## src/rtl/ap_ctrl_pkg.sv

```systemverilog
`default_nettype none
// ============================================================================
//  Module   : ap_ctrl_pkg
//  Brief    : Shared op encodings, FSM states and defaults for the AP host sequencer.
//  Revision : 1.0
// ============================================================================
package ap_ctrl_pkg;

    localparam int DEF_DEPTH      = 1024;
    localparam int DEF_ADDR_W     = 10;
    localparam int DEF_DATA_W     = 8;
    localparam int DEF_RUN_CYCLES = 17;

    localparam logic [2:0] c_op_load_a = 3'd0;
    localparam logic [2:0] c_op_load_b = 3'd1;
    localparam logic [2:0] c_op_read_a = 3'd2;
    localparam logic [2:0] c_op_read_b = 3'd3;
    localparam logic [2:0] c_op_run    = 3'd4;

    typedef enum logic [2:0] {
        ST_IDLE     = 3'd0,
        ST_LOAD     = 3'd1,
        ST_RD_FETCH = 3'd2,
        ST_RD_WAIT  = 3'd3,
        ST_RUN      = 3'd4,
        ST_RUN_EXIT = 3'd5,
        ST_DONE     = 3'd6
    } state_t;

endpackage
`default_nettype wire

```

## src/rtl/ap_ctrl_addr_gen.sv

```systemverilog
`default_nettype none
// ============================================================================
//  Module   : ap_ctrl_addr_gen
//  Brief    : Block row walker: latched base/len, index counter, wrapping row address.
//  Revision : 1.0
// ============================================================================
module ap_ctrl_addr_gen #(
    parameter int DEPTH  = 1024,
    parameter int ADDR_W = 10
) (
    input  logic              clk,
    input  logic              rst,
    input  logic              start,
    input  logic              step,
    input  logic [ADDR_W-1:0] base,
    input  logic [ADDR_W:0]   len,
    output logic [ADDR_W-1:0] addr,
    output logic [ADDR_W-1:0] addr_next,
    output logic              last
);

    localparam logic [ADDR_W:0] c_depth = (ADDR_W+1)'(DEPTH);
    localparam logic [ADDR_W:0] c_one   = (ADDR_W+1)'(1);

    logic [ADDR_W-1:0] r_base;
    logic [ADDR_W:0]   r_len;
    logic [ADDR_W-1:0] r_idx;
    logic [ADDR_W:0]   w_sum;
    logic [ADDR_W:0]   w_sum_next;

    // base + idx never exceeds 2*DEPTH-1, so one conditional subtract is a full mod
    function automatic logic [ADDR_W-1:0] wrap(input logic [ADDR_W:0] sum);
        logic [ADDR_W:0] w;
        w = (sum >= c_depth) ? (sum - c_depth) : sum;
        return w[ADDR_W-1:0];
    endfunction

    always_ff @(posedge clk or posedge rst) begin
        if (rst) begin
            r_base <= '0;
            r_len  <= '0;
            r_idx  <= '0;
        end else if (start) begin
            r_base <= base;
            r_len  <= len;
            r_idx  <= '0;
        end else if (step) begin
            r_idx  <= r_idx + ADDR_W'(1);
        end
    end

    assign w_sum      = {1'b0, r_base} + {1'b0, r_idx};
    assign w_sum_next = w_sum + c_one;
    assign addr       = wrap(w_sum);
    assign addr_next  = wrap(w_sum_next);
    assign last       = ({1'b0, r_idx} == (r_len - c_one));

endmodule
`default_nettype wire

```

## src/rtl/ap_host_sequencer.sv

```systemverilog
`default_nettype none
// ============================================================================
//  Module   : ap_host_sequencer
//  Brief    : Command FSM that masters the associative processor: block load/read and RUN.
//  Revision : 1.0
// ============================================================================
module ap_host_sequencer
    import ap_ctrl_pkg::*;
#(
    parameter int DEPTH      = DEF_DEPTH,
    parameter int ADDR_W     = DEF_ADDR_W,
    parameter int DATA_W     = DEF_DATA_W,
    parameter int RUN_CYCLES = DEF_RUN_CYCLES
) (
    input  logic              clk,
    input  logic              rst,
    input  logic              cmd_valid,
    output logic              cmd_ready,
    input  logic [2:0]        cmd_op,
    input  logic [ADDR_W-1:0] cmd_base,
    input  logic [ADDR_W:0]   cmd_len,
    input  logic [2:0]        cmd_arg,
    input  logic              in_valid,
    output logic              in_ready,
    input  logic [DATA_W-1:0] in_data,
    output logic              out_valid,
    input  logic              out_ready,
    output logic [DATA_W-1:0] out_data,
    output logic              busy,
    output logic              done,
    output logic              err,
    output logic              ap_mode,
    output logic [2:0]        ap_cmd,
    output logic              ap_write_en,
    output logic              ap_sel_col,
    output logic [ADDR_W-1:0] ap_addr,
    output logic [DATA_W-1:0] ap_data,
    input  logic [DATA_W-1:0] ap_data_out,
    input  logic              ap_irq
);

    localparam int              TW         = $clog2(RUN_CYCLES + 1);
    localparam logic [ADDR_W:0] c_depth    = (ADDR_W+1)'(DEPTH);
    localparam logic [TW-1:0]   c_run_last = TW'(RUN_CYCLES - 1);

    state_t            r_state;
    logic [TW-1:0]     r_timer;
    logic              r_addr_ok;
    logic              r_irq_d;

    logic              w_accept;
    logic              w_illegal;
    logic              w_irq_edge;
    logic              w_gen_step;
    logic              w_last;
    logic [ADDR_W-1:0] w_addr;
    logic [ADDR_W-1:0] w_addr_next;

    assign w_accept   = (r_state == ST_IDLE) && cmd_valid && cmd_ready;
    assign w_illegal  = (cmd_op > c_op_run) || (cmd_len == '0) || (cmd_len > c_depth);
    assign w_irq_edge = ap_irq && !r_irq_d;
    assign w_gen_step = ((r_state == ST_LOAD) && in_valid) ||
                        ((r_state == ST_RD_WAIT) && out_ready && !w_last);

    ap_ctrl_addr_gen #(
        .DEPTH  (DEPTH),
        .ADDR_W (ADDR_W)
    ) u_addr_gen (
        .clk       (clk),
        .rst       (rst),
        .start     (w_accept),
        .step      (w_gen_step),
        .base      (cmd_base),
        .len       (cmd_len),
        .addr      (w_addr),
        .addr_next (w_addr_next),
        .last      (w_last)
    );

    always_ff @(posedge clk or posedge rst) begin
        if (rst) begin
            r_state     <= ST_IDLE;
            r_timer     <= '0;
            r_addr_ok   <= 1'b0;
            r_irq_d     <= 1'b0;
            cmd_ready   <= 1'b0;
            in_ready    <= 1'b0;
            out_valid   <= 1'b0;
            out_data    <= '0;
            busy        <= 1'b0;
            done        <= 1'b0;
            err         <= 1'b0;
            ap_mode     <= 1'b0;
            ap_cmd      <= '0;
            ap_write_en <= 1'b0;
            ap_sel_col  <= 1'b0;
            ap_addr     <= '0;
            ap_data     <= '0;
        end else begin
            r_irq_d <= ap_irq;
            done    <= 1'b0;
            err     <= 1'b0;
            case (r_state)
                ST_IDLE: begin
                    cmd_ready <= 1'b1;
                    if (w_accept) begin
                        cmd_ready <= 1'b0;
                        busy      <= 1'b1;
                        if (w_illegal) begin
                            done    <= 1'b1;
                            err     <= 1'b1;
                            r_state <= ST_DONE;
                        end else if (cmd_op == c_op_run) begin
                            ap_mode <= 1'b1;
                            ap_cmd  <= cmd_arg;
                            r_timer <= '0;
                            r_state <= ST_RUN;
                        end else if (cmd_op == c_op_load_a || cmd_op == c_op_load_b) begin
                            ap_sel_col <= cmd_op[0];
                            in_ready   <= 1'b1;
                            r_state    <= ST_LOAD;
                        end else begin
                            ap_sel_col <= cmd_op[0];
                            r_addr_ok  <= 1'b0;
                            r_state    <= ST_RD_FETCH;
                        end
                    end
                end
                ST_LOAD: begin
                    ap_write_en <= in_valid;
                    if (in_valid) begin
                        ap_addr <= w_addr;
                        ap_data <= in_data;
                        if (w_last) begin
                            in_ready <= 1'b0;
                            done     <= 1'b1;
                            r_state  <= ST_DONE;
                        end
                    end
                end
                // First visit only sets the row; later visits find it prefetched at the handshake
                ST_RD_FETCH: begin
                    if (!r_addr_ok) begin
                        ap_addr   <= w_addr;
                        r_addr_ok <= 1'b1;
                    end else begin
                        out_data  <= ap_data_out;
                        out_valid <= 1'b1;
                        r_state   <= ST_RD_WAIT;
                    end
                end
                ST_RD_WAIT: begin
                    if (out_ready) begin
                        out_valid <= 1'b0;
                        if (w_last) begin
                            done    <= 1'b1;
                            r_state <= ST_DONE;
                        end else begin
                            ap_addr <= w_addr_next;
                            r_state <= ST_RD_FETCH;
                        end
                    end
                end
                ST_RUN: begin
                    if (w_irq_edge || (r_timer == c_run_last)) begin
                        ap_mode <= 1'b0;
                        r_state <= ST_RUN_EXIT;
                    end else begin
                        r_timer <= r_timer + TW'(1);
                    end
                end
                ST_RUN_EXIT: begin
                    ap_cmd  <= '0;
                    done    <= 1'b1;
                    r_state <= ST_DONE;
                end
                ST_DONE: begin
                    ap_write_en <= 1'b0;
                    busy        <= 1'b0;
                    cmd_ready   <= 1'b1;
                    r_state     <= ST_IDLE;
                end
                default: r_state <= ST_IDLE;
            endcase
        end
    end

endmodule
`default_nettype wire
```

## config.mk

```make
export PLATFORM = sky130hd
export DESIGN_NAME = ap_host_sequencer
export DESIGN_NICKNAME = d
export VERILOG_FILES = /design/src/rtl/ap_ctrl_pkg.sv /design/src/rtl/ap_ctrl_addr_gen.sv /design/src/rtl/ap_host_sequencer.sv
export SDC_FILE = /design/constraint.sdc
export NUM_CORES = 1
export LEC_CHECK = 0
export CORE_AREA = 4 4 138 140
export CTS_CLUSTER_DIAMETER = 120
export DETAILED_ROUTE_END_ITERATION = 12
export DIE_AREA = 0 0 142 144
export GPL_ROUTABILITY_DRIVEN = 0
export PLACE_DENSITY = 0.53
export SYNTH_ARGS = -nofsm -noshare
export SYNTH_HDL_FRONTEND = slang
export SYNTH_SLANG_ARGS = --single-unit
export TNS_END_PERCENT = 30
```

## constraint.sdc

```tcl
create_clock -name clk -period 4.1 [get_ports clk]
set_clock_uncertainty 0.2 [all_clocks]
set_input_delay 0.41 -clock clk [delete_from_list [all_inputs] [get_ports clk]]
set_output_delay 0.41 -clock clk [all_outputs]
set_load 0.005 [all_outputs]
```

Yosys cells after proc, flatten, opt, wreduce, memory -nomap -nowiden:

Cells that the tools add are included.

* input port bits: 49
* register bits: 79
* logic and storage cells: 155

* magnitude comparators: 4
* equality and inequality tests: 24
* reduce and logical (&&, ||, !) cells: 37
* bitwise operators: 2
* add/sub/neg operators: 7
* mux-type cells: 61

Operator list (count)
* two-way mux 10 bit: 8
* two-way mux 3 bit: 12
* one-hot mux 10 bit (3 select lines): 1
* two-way mux 1 bit: 24
* >= comparator 11 bit (second input constant): 2
* inequality test 2 bit (second input constant): 11
* two-way mux 5 bit: 4
* AND reduction 5 bit: 4
* subtractor 10 x 1 -> 10 bit (second input constant): 2
* one-hot mux 3 bit (6 select lines): 1
* nonzero test 2 bit: 8
* one-hot mux 1 bit (2 select lines): 7
* equality test 3 bit (second input constant): 4
* adder 10 x 10 -> 11 bit: 1
* adder 11 x 1 -> 11 bit (second input constant): 1
* equality test 10 x 11 -> 1 bit: 1
* > comparator 11 bit (second input constant): 1
* logical NOT 11 bit: 1
* subtractor 11 x 1 -> 11 bit (second input constant): 1
* adder 10 x 1 -> 10 bit (second input constant): 1
* one-hot mux 5 bit (2 select lines): 1
* AND reduction 4 bit: 2
* AND reduction 7 bit: 1
* equality test 3 x 1 -> 1 bit (second input constant): 2
* 17 further kinds: 34

Depth between registers and ports, before layout:

Gate-level depths: netlist (run 1).

* depth in word-level cells: 7
* mapped depth: 11
* gate-level depth less buffers: 10

By module:

Synthesis (run 1) repeated with hierarchy kept, for this count alone.

* cell total of the unflattened synthesis: 473
* area total of the unflattened synthesis: 4853.4 um2

By module, submodules not included
* ap_host_sequencer: instances 1, sequential area each 1201.2 um2, cells an instance 255, area an instance 2680.1 um2
* ap_ctrl_addr_gen: instances 1, sequential area each 775.7 um2, cells an instance 218, area an instance 2173.3 um2

Worst setup path after synthesis (run 1):

No wires, ideal clock.

* path kind: flip-flop to flip-flop
* start: register u_addr_gen.r_idx[0]
* end: register ap_addr[8]
* slack: 1.247 ns
* arrival: 2.528 ns
* data required time: 3.775 ns
* period minus slack after synthesis: 2.853 ns
* stages on the path, launching flop included: 10
* cell sequence: dfrtp_1 > ha_1 > fa_1 > a211oi_1 > nor2_1 > xnor2_1 > or4b_1 > nor2_1 > xnor2_1 > mux2_4

* longest elaborated chain between the ends: 7
* elaborated cells on any way between the ends: 16
* classes of those cells: add/sub: 4; order compare: 2; eq/ne: 2; mux: 7; reduce/logical: 1

Ends and longest elaborated chain
* start: declaration: line ap_ctrl_addr_gen.sv:27 `logic [ADDR_W-1:0] r_idx;`
* start signal: assignment: line ap_ctrl_addr_gen.sv:48 `r_idx <= r_idx + ADDR_W'(1);`
* adder 10 x 10 -> 11 bit: line ap_ctrl_addr_gen.sv:52 `assign w_sum = {1'b0, r_base} + {1'b0, r_idx};`
* adder 11 x 1 -> 11 bit: line ap_ctrl_addr_gen.sv:53 `assign w_sum_next = w_sum + c_one;`
* subtractor 10 x 1 -> 10 bit or >= comparator 11 bit (tied branches): line ap_ctrl_addr_gen.sv:34 `w = (sum >= c_depth) ? (sum - c_depth) : sum;`
* two-way mux 10 bit: line ap_ctrl_addr_gen.sv:34
* two-way mux 10 bit: line ap_host_sequencer.sv:155 `if (w_last) begin`
* two-way mux 10 bit: line ap_host_sequencer.sv:153 `if (out_ready) begin`
* one-hot mux 10 bit (3 select lines): line ap_host_sequencer.sv:103 `case (r_state)`
* end signal: assignment: line ap_host_sequencer.sv:132 `ap_addr <= w_addr;`
* end signal: assignment: line ap_host_sequencer.sv:144 `ap_addr <= w_addr;`
* end signal: assignment: line ap_host_sequencer.sv:159 `ap_addr <= w_addr_next;`
* end: declaration: line ap_host_sequencer.sv:36 `output logic [ADDR_W-1:0] ap_addr,`

Several ways; a longest one is shown, not always the timed one. The select of a mux whose other input is x is not followed.
A chain may end at the register's enable or synchronous reset.

Worst setup path in the final report (run 1):

* start: register u_addr_gen.r_len[0]
* end: register ap_addr[9]

* longest elaborated chain between the ends: 4

Ends and longest elaborated chain
* start: declaration: line ap_ctrl_addr_gen.sv:26 `logic [ADDR_W:0] r_len;`
* start signal: assignment: line ap_ctrl_addr_gen.sv:45 `r_len <= len;`
* subtractor 11 x 1 -> 11 bit: line ap_ctrl_addr_gen.sv:56 `assign last = ({1'b0, r_idx} == (r_len - c_one));`
* equality test 10 x 11 -> 1 bit: line ap_ctrl_addr_gen.sv:56
* inequality test 2 bit (no source line)
* AND reduction 5 bit (no source line)

No other way between the ends.

==> metrics.md, run 1 <==
| Metric | Value |
|---|---|
| Layout-stage area growth over the synthesis result | `32.7%` |
| Number of primary I/O pins | `87` |
| Drt drc | `0` |
| Clock tree from TritonCTS | `built` |
| Clock root buffer master | `sky130_fd_sc_hd__clkbuf_16` |
| Number of register bits inferred by synthesis | `79` |
| Largest net degree at the start of global routing | `35` |
| Placed cell areas | `~5500 sq um` |
| Clock latency of the later-clocked register in the worst-skew pair | `350 ps` |
| Post-synth EDFFs | `0` |
| Buffers added on ports | `86` |
| Standard-cell rows | `49` |
| Setup fix buffers added after clock tree synthesis | `0` |
| Area leader, netlist | `sky130_fd_sc_hd__dfrtp_1` |
| Slew Limit Fails | `0` |
| Iteration-0 DRC Markers | `213` |
| Routed length per placed instance | `14.6 um` |
| Reg-to-Reg End | `ap_addr[9]$_DFFE_PP0P_` |
| GR Util met3 | `2.58%` |
| CP Launch Type | `flip-flop` |
| Clock transition at the register clock pins on the worst setup and hold paths after CTS | `60 ps` |
| Post-synthesis sequential area ratio | `between 40% and 50%` |
| R2r setup slk | `570 ps` |
| Final setup viols | `0` |
| Internal cell power | `2.64 mW` |
| Design Power | `4.16 mW` |
| Area fraction of the dominant cell type after synthesis | `44.9%` |
| Post-Synthesis Mean Instance Area | `9.47 sq um` |
| GR Overflow Total | `0` |
| Number of different library cells in the post-synthesis netlist | `59` |
| Transition time at the pin with the least slew margin | `1040 ps` |
| Kind of path behind the tightest hold check | `in -> async` |
| Mapped Nets | `529` |
| Total of hold buffers inserted after clock tree synthesis | `0` |
| Count of placed standard cells in the final layout, fillers left out | `785` |
| Beginning of the critical path | `u_addr_gen.r_len[0]$_DFFE_PP0P_` |
| Critical path class | `reg -> reg` |
| Routed via count divided by cell count | `4.68` |
| Critical path fanouts, max | `11` |
| Endpoint class of the critical path | `flip-flop` |
| Post-Route Setup TNS | `0 ps` |
| Outcome | `complete, no violations` |
| Synth warn | `0` |
| Bufs on Longest Clock Path | `2` |
| Ratio of final minimum period to clock period | `86.0%` |
| Final setup slack of the worst path | `around 570 ps` |
| Antenna Violating Nets Remaining | `0` |
| Final nets | `between 600 and 700` |
| Met1 usage | `15.2%` |
| Sequential power share | `34.3%` |
| Most crowded layer after global routing | `met2` |
| DPL Wire Length | `8700 um` |
| Global Route met2 Usage | `18.6%` |
| Final Core Density | `32.7%` |
| Layout Cell Area excl Fill | `approximately 6000 sq um` |
| # diodes | `0` |
| Number of CTS-inserted buffers | `9` |
| Leading cell type in the layout, fill and taps excluded | `sky130_fd_sc_hd__nand2_1` |
| Cell count after placement | `769` |
| Wire length of the first global-routing pass | `18900 um` |
| Net Sw Frac | `36.5%` |
| Final hold violation count | `0` |
| Tightest hold margin | `261 ps` |
| Vias after detailed routing | `about 3700` |
| CP Data Arrival Time | `between 3000 and 4000 ps` |
| Fraction of layout instances using a drive strength above 1 | `under 10%` |
| Antenna violations before repair | `0` |
| Relative slew margins | `30.6%` |
| Vias in the first global route | `3680` |
| Post-synthesis async set-or-reset flop share | `100%` |
| Maximum single-stage delay on the critical path | `between 800 and 900 ps` |
| RSZ-0062 raised after global routing | `false` |
| Fmax | `between 0.2 and 0.3 GHz` |
| First drt pass iteration count | `4` |
| Die width | `142 um` |
| Global router's overall resource usage | `about an eighth` |
| Clock Power Share | `20.2%` |
| Max capacitance violation total | `0` |
| CP Cell Sequence | `inv_1, ha_1, or4b_4, o21ai_2, mux2i_1, o2111ai_2, nor3_1, buf_4, a21oi_1, mux2_2` |
| Peak supply drop | `approximately 0.25 mV` |
| Clock tree sinks | `slightly below 80` |
| Vertical die dimension | `144 um` |
| Commonest non-fill, non-tap cells in the layout | `sky130_fd_sc_hd__nand2_1, sky130_fd_sc_hd__clkdlybuf4s50_1, sky130_fd_sc_hd__dfrtp_1` |
| Area of the placeable core | `17800 sq um` |
| Total power divided by cell area | `713 nW/um^2` |
| Leak pwr | `around 2.5 nW` |
| Worst R2R Path Depth | `10` |
| Area of the die | `20400 sq um` |
| Initial core utilization | `24.7%` |
| Number of cells produced by synthesis | `465` |
| Most instantiated flip-flop cell in the synthesis netlist | `sky130_fd_sc_hd__dfrtp_1` |
| Worst setup slack after placement | `543 ps` |
| CP max-delay cell | `sky130_fd_sc_hd__a21oi_1` |
| P_sw | `between 1.5 and 2 mW` |
| Post-detailed-routing wire length | `11500 um` |
| Time the final worst path needs with I/O delays and setup | `approximately 3500 ps` |
| Gates resized, CTS repair | `0` |
| Clock H-tree levels | `3` |
| R2R Path Start | `u_addr_gen.r_len[0]$_DFFE_PP0P_` |
| Post-Syn Area | `4400 sq um` |
| Req. time, crit path | `4130 ps` |
| Power share of the combinational group | `45.5%` |
| Cell types with the largest area share after synthesis | `sky130_fd_sc_hd__dfrtp_1, sky130_fd_sc_hd__nand2_1, sky130_fd_sc_hd__mux2_2` |
registers in the layout, summed over array words and instances (netlist names), 3 cells and up:
name               count
u_addr_gen.r_len      11
ap_addr               10
u_addr_gen.r_base     10
u_addr_gen.r_idx      10
ap_data                8
out_data               8
r_timer                5
ap_cmd                 3
r_state                3
power by group through the flow:
stage	Combinational [mW]	Sequential, mW	Clock (mW)
floorplan	1.30	1.33	0
global placement	1.87	1.43	0
detailed placement	1.92	1.44	0
finish	1.89	1.43	0.842
global route	2.11	1.49	0.900
CTS	1.93	1.43	0.866
logic make-up after synthesis:
| logic type | Yosys count | synth area share, % |
|---|---|---|
| compound gates | 100 | 15.0 |
| xor+xnor | 27 | 5.37 |
| fa+ha+maj | 15 | 4.43 |
| buf+inv | 33 | 2.90 |
| flops | 79 | 44.9 |
| mux | 29 | 7.56 |
| simple gates | 182 | 19.9 |
critical path, delay by kind of cell, from the launching register on:
family | cells | cell delay [ps]
compound gates | 3 | 1170
mux | 2 | 520
flops | 1 | 440
fa+ha+maj | 1 | 250
buf+inv | 2 | 260
simple gates | 2 | 570
Yosys cell counts (2+ instances only):
master / instances
sky130_fd_sc_hd__xor2_1: 7
sky130_fd_sc_hd__a31oi_1: 7
sky130_fd_sc_hd__inv_1: 16
sky130_fd_sc_hd__nor3b_1: 4
sky130_fd_sc_hd__mux2_4: 4
sky130_fd_sc_hd__nand2b_1: 4
sky130_fd_sc_hd__nor3_1: 11
sky130_fd_sc_hd__dfrtp_1: 79
sky130_fd_sc_hd__o21a_1: 6
sky130_fd_sc_hd__nor4b_1: 3
sky130_fd_sc_hd__nor2_1: 26
sky130_fd_sc_hd__ha_1: 14
sky130_fd_sc_hd__nand3_1: 15
sky130_fd_sc_hd__o211ai_1: 2
sky130_fd_sc_hd__o21ai_0: 23
sky130_fd_sc_hd__xnor2_1: 20
sky130_fd_sc_hd__buf_2: 3
sky130_fd_sc_hd__a211o_1: 4
sky130_fd_sc_hd__nor4_1: 3
sky130_fd_sc_hd__a21oi_1: 25
sky130_fd_sc_hd__nand2_1: 88
sky130_fd_sc_hd__and3_1: 7
sky130_fd_sc_hd__or4_1: 3
sky130_fd_sc_hd__a21o_1: 3
sky130_fd_sc_hd__nand4_1: 3
sky130_fd_sc_hd__o22ai_1: 3
sky130_fd_sc_hd__a211oi_1: 3
sky130_fd_sc_hd__clkbuf_1: 13
sky130_fd_sc_hd__and4_1: 2
sky130_fd_sc_hd__nor2b_1: 3
sky130_fd_sc_hd__o21bai_1: 2
sky130_fd_sc_hd__mux2i_1: 7
sky130_fd_sc_hd__or2_2: 2
sky130_fd_sc_hd__o31ai_1: 8
sky130_fd_sc_hd__mux2_2: 18
cell type report:
class	count	area [sq um]
Sequential cell	79	1980
Clock inverter	3	40.0
Clock buffer	13	270
Multi-Input combinational cell	353	2300
Tap cell	229	287
Fill cell	1816	12000
Timing Repair Buffer	92	906
Inverter	16	61.3
worst max path at each step:
| stage | end | slack (ps) | depth (start not counted) |
|---|---|---|---|
| 2_1_floorplan | ap_addr[8]$_DFFE_PP0P_ | 1250 | 9 |
| 3_3_place_gp | ap_cmd[0]$_DFFE_PP0P_ | 620 | 9 |
| 3_5_place_dp | ap_addr[9]$_DFFE_PP0P_ | 540 | 10 |
| 4_1_cts | ap_addr[9]$_DFFE_PP0P_ | 520 | 10 |
| 5_1_grt | ap_addr[9]$_DFFE_PP0P_ | 330 | 10 |
| 6_report | ap_addr[9]$_DFFE_PP0P_ | 570 | 10 |
routing by layer:
metal  part of all wire, %  up-vias
met4                   2.0        0
met3                   4.5       13
li1                      -     1827
met5                     0        -
met2                    47       85
met1                    46     1745
Note: power is estimated with default switching activity, not from simulation.
==> inputs of run 2 (changes only) <==
--- a/config.mk
+++ b/config.mk
@@ -5,13 +5,14 @@
 export SDC_FILE = /design/constraint.sdc
 export NUM_CORES = 1
 export LEC_CHECK = 0
-export CORE_AREA = 4 4 138 140
+export CORE_AREA = 4 4 145 147
 export CTS_CLUSTER_DIAMETER = 120
 export DETAILED_ROUTE_END_ITERATION = 12
-export DIE_AREA = 0 0 142 144
+export DIE_AREA = 0 0 149 151
 export GPL_ROUTABILITY_DRIVEN = 0
-export PLACE_DENSITY = 0.53
+export PLACE_DENSITY = 0.52
 export SYNTH_ARGS = -nofsm -noshare
 export SYNTH_HDL_FRONTEND = slang
+export SYNTH_HIERARCHICAL = 1
 export SYNTH_SLANG_ARGS = --single-unit
 export TNS_END_PERCENT = 30
==> run 2 against run 1 <==
Against the previous run:
- utilization shrank 1.1 points
- non-clock buffer count fell by 1
- synthesized cell count increased by 1.7%
- first-iteration DRC count down 16%
- routed wire length increased by 11%
- critical path depth unchanged
- sequential power barely moved
- global-route usage fell by 0.11 points
- critical path type unchanged
- critical endpoint is now u_addr_gen/r_idx[5]$_DFFE_PP0P_
==> metrics.md, run 2 <==
| Metric | Value |
|---|---|
| Outcome | `complete, no violations` |
| Clock transition at the register clock pins on the worst setup and hold paths after CTS | `around 60 ps` |
| Post-detailed-routing wire length | `12700 um` |
| Req. time, crit path | `4170 ps` |
| Number of cells produced by synthesis | `473` |
| Number of register bits inferred by synthesis | `just under 80` |
| GR Overflow Total | `0` |
| Peak supply drop | `0.287 mV` |
| Fmax | `around 0.30 GHz` |
| Max capacitance violation total | `0` |
| Design Power | `4.26 mW` |
| CP Launch Type | `flip-flop` |
| Leak pwr | `2.53 nW` |
| Placed cell areas | `roughly 6000 sq um` |
| Vias after detailed routing | `approximately 3900` |
| Cell types with the largest area share after synthesis | `sky130_fd_sc_hd__dfrtp_1, sky130_fd_sc_hd__mux2_2, sky130_fd_sc_hd__xnor2_1` |
| Fraction of layout instances using a drive strength above 1 | `17.6%` |
| RSZ-0062 raised after global routing | `false` |
| Layout Cell Area excl Fill | `around 6300 sq um` |
| Post-synthesis sequential area ratio | `40.7%` |
| Final Core Density | `roughly a third` |
| Commonest non-fill, non-tap cells in the layout | `sky130_fd_sc_hd__clkdlybuf4s50_1, sky130_fd_sc_hd__dfrtp_1, sky130_fd_sc_hd__mux2_2` |
| Area of the placeable core | `between 15000 and 20000 sq um` |
| Total of fill cells in the finished design | `2098` |
| Largest net degree at the start of global routing | `49` |
| Buffers added on ports | `86` |
| Count of placed standard cells in the final layout, fillers left out | `831` |
| Cell count after placement | `815` |
| Post-synthesis async set-or-reset flop share | `100%` |
| Final setup viols | `0` |
| Vertical die dimension | `151 um` |
| Bufs on Longest Clock Path | `2` |
| Wire length of the first global-routing pass | `20700 um` |
| Clock root buffer master | `sky130_fd_sc_hd__clkbuf_16` |
| CP Data Arrival Time | `3390 ps` |
| Antenna Violating Nets Remaining | `0` |
| Critical path class | `reg -> reg` |
| Cell with the most instances after synthesis | `sky130_fd_sc_hd__dfrtp_1` |
| Largest reg by FF count | `u_addr_gen/r_len` |
| Area of the die | `~22000 sq um` |
| Setup fix buffers added after clock tree synthesis | `0` |
| Routed via count divided by cell count | `4.67` |
| Slew Limit Fails | `0` |
| Clock tree from TritonCTS | `built` |
| Post-Syn Area | `between 4000 and 5000 sq um` |
| Number of CTS-inserted buffers | `9` |
| Antenna violations before repair | `0` |
| Top cells by count, synth | `sky130_fd_sc_hd__dfrtp_1, sky130_fd_sc_hd__mux2_2, sky130_fd_sc_hd__nand2_1, sky130_fd_sc_hd__nor2_1` |
| Total of hold buffers inserted after clock tree synthesis | `0` |
| Endpoint class of the critical path | `flip-flop` |
| Number of flip-flops under the largest register name | `11` |
| DPL Wire Length | `between 9000 and 10000 um` |
| First drt pass iteration count | `4` |
| Drt drc | `0` |
| Post-synth EDFFs | `0` |
| Mapped Nets | `537` |
| Clock latency of the later-clocked register in the worst-skew pair | `350 ps` |
| Global router's overall resource usage | `11.5%` |
| Post-Synthesis Mean Instance Area | `10.3 sq um` |
| Initial core utilization | `24.4%` |
| Final nets | `620` |
| Final hold violation count | `0` |
| Standard-cell rows | `52` |
| Ratio of final minimum period to clock period | `81.1%` |
| Routed length per placed instance | `15.2 um` |
| Number of different library cells in the post-synthesis netlist | `75` |
| Clock tree sinks | `79` |
| Synth warn | `6` |
| Layout-stage area growth over the synthesis result | `29.6%` |
| Total power divided by cell area | `678 nW/um^2` |
| # diodes | `0` |
| Relative slew margins | `31.1%` |
| Iteration-0 DRC Markers | `179` |
| Most instantiated flip-flop cell in the synthesis netlist | `sky130_fd_sc_hd__dfrtp_1` |
| Leading cell type in the layout, fill and taps excluded | `sky130_fd_sc_hd__clkdlybuf4s50_1` |
| Gates resized, CTS repair | `0` |
| Kind of path behind the tightest hold check | `reg -> reg` |
| Time the final worst path needs with I/O delays and setup | `3320 ps` |
| Transition time at the pin with the least slew margin | `1030 ps` |
| Number of primary I/O pins | `slightly below 90` |
| Post-Route Setup TNS | `0 ps` |
| Clock H-tree levels | `3` |
| Critical path fanouts, max | `7` |
| Area fraction of the dominant cell type after synthesis | `40.7%` |
| Vias in the first global route | `4048` |
| Die width | `149 um` |
| Area leader, netlist | `sky130_fd_sc_hd__dfrtp_1` |
## run 2: power breakdown
group          switching, mW  total [mW]  internal [mW]
clock                  0.332       0.775          0.443
sequential             0.289        1.40           1.11
combinational          0.959        2.09           1.13
total                   1.58        4.26           2.68
## run 2: metal layers
| metal | part of all wire, % | global-route usage, % | vias up |
|---|---|---|---|
| met3 | 6.4 | 4.16 | 12 |
| met5 | 0 | 0 | - |
| met2 | 46 | 18.8 | 84 |
| met4 | 1.2 | 2.97 | 0 |
| met1 | 46 | 14.5 | 1896 |
| li1 | - | - | 1891 |
## run 2: cell families (layout without fill, tap and decap cells)
group                    after synthesis  in the layout  share of synthesized area (%)
XOR/XNOR                              34             34                           6.60
flip-flops                            79             79                           40.7
multiplexers                          62             62                           14.2
adder cells (fa/ha/maj)               15             15                           4.02
AO/OA/AOI/OAI                         91             91                           13.6
buffers and inverters                 41            129                           3.48
AND/OR/NAND/NOR                      151            151                           17.4
## run 2: final timing paths
check                                           startpoint                               to  slack, ps  cells after the start
max in group asynchronous                              rst           ap_addr[0]$_DFFE_PP0P_       2590                      2
hold reg to reg                      out_valid$_DFFE_PP0P_            out_valid$_DFFE_PP0P_        300                      1
min in group asynchronous                              rst  u_addr_gen/r_len[6]$_DFFE_PP0P_        410                      2
hold / removal                       out_valid$_DFFE_PP0P_            out_valid$_DFFE_PP0P_        300                      1
setup / recovery           u_addr_gen/r_len[2]$_DFFE_PP0P_  u_addr_gen/r_idx[5]$_DFFE_PP0P_        780                     10
setup reg to reg           u_addr_gen/r_len[2]$_DFFE_PP0P_  u_addr_gen/r_idx[5]$_DFFE_PP0P_        780                     10
## run 2: through the flow
stage	worst slack (ps)	hold slack, ps
floorplan	1160	241
global placement	883	265
detailed placement	783	281
CTS	766	308
global route	469	319
finish	776	295
## run 2: layout make-up
class	count	area [sq um]	area share, %
multi-input cells	353	2710	43.0
flip-flops and latches	79	1980	31.4
repair buffers	91	898	14.3
well taps	270	338	5.37
clock buffers	12	256	4.08
inverters	22	82.6	1.31
clock inverters	4	30.0	0.477
## run 2: worst max-delay path, stage by stage (launching register included)
cell	delay, ps
sky130_fd_sc_hd__dfrtp_1	440
sky130_fd_sc_hd__nor4_1	380
sky130_fd_sc_hd__nor4b_2	280
sky130_fd_sc_hd__nor2_1	80
sky130_fd_sc_hd__a211o_1	270
sky130_fd_sc_hd__a32oi_1	250
sky130_fd_sc_hd__nor4_2	100
sky130_fd_sc_hd__o21bai_1	410
sky130_fd_sc_hd__nand4_1	300
sky130_fd_sc_hd__or3_1	390
sky130_fd_sc_hd__a21oi_1	150
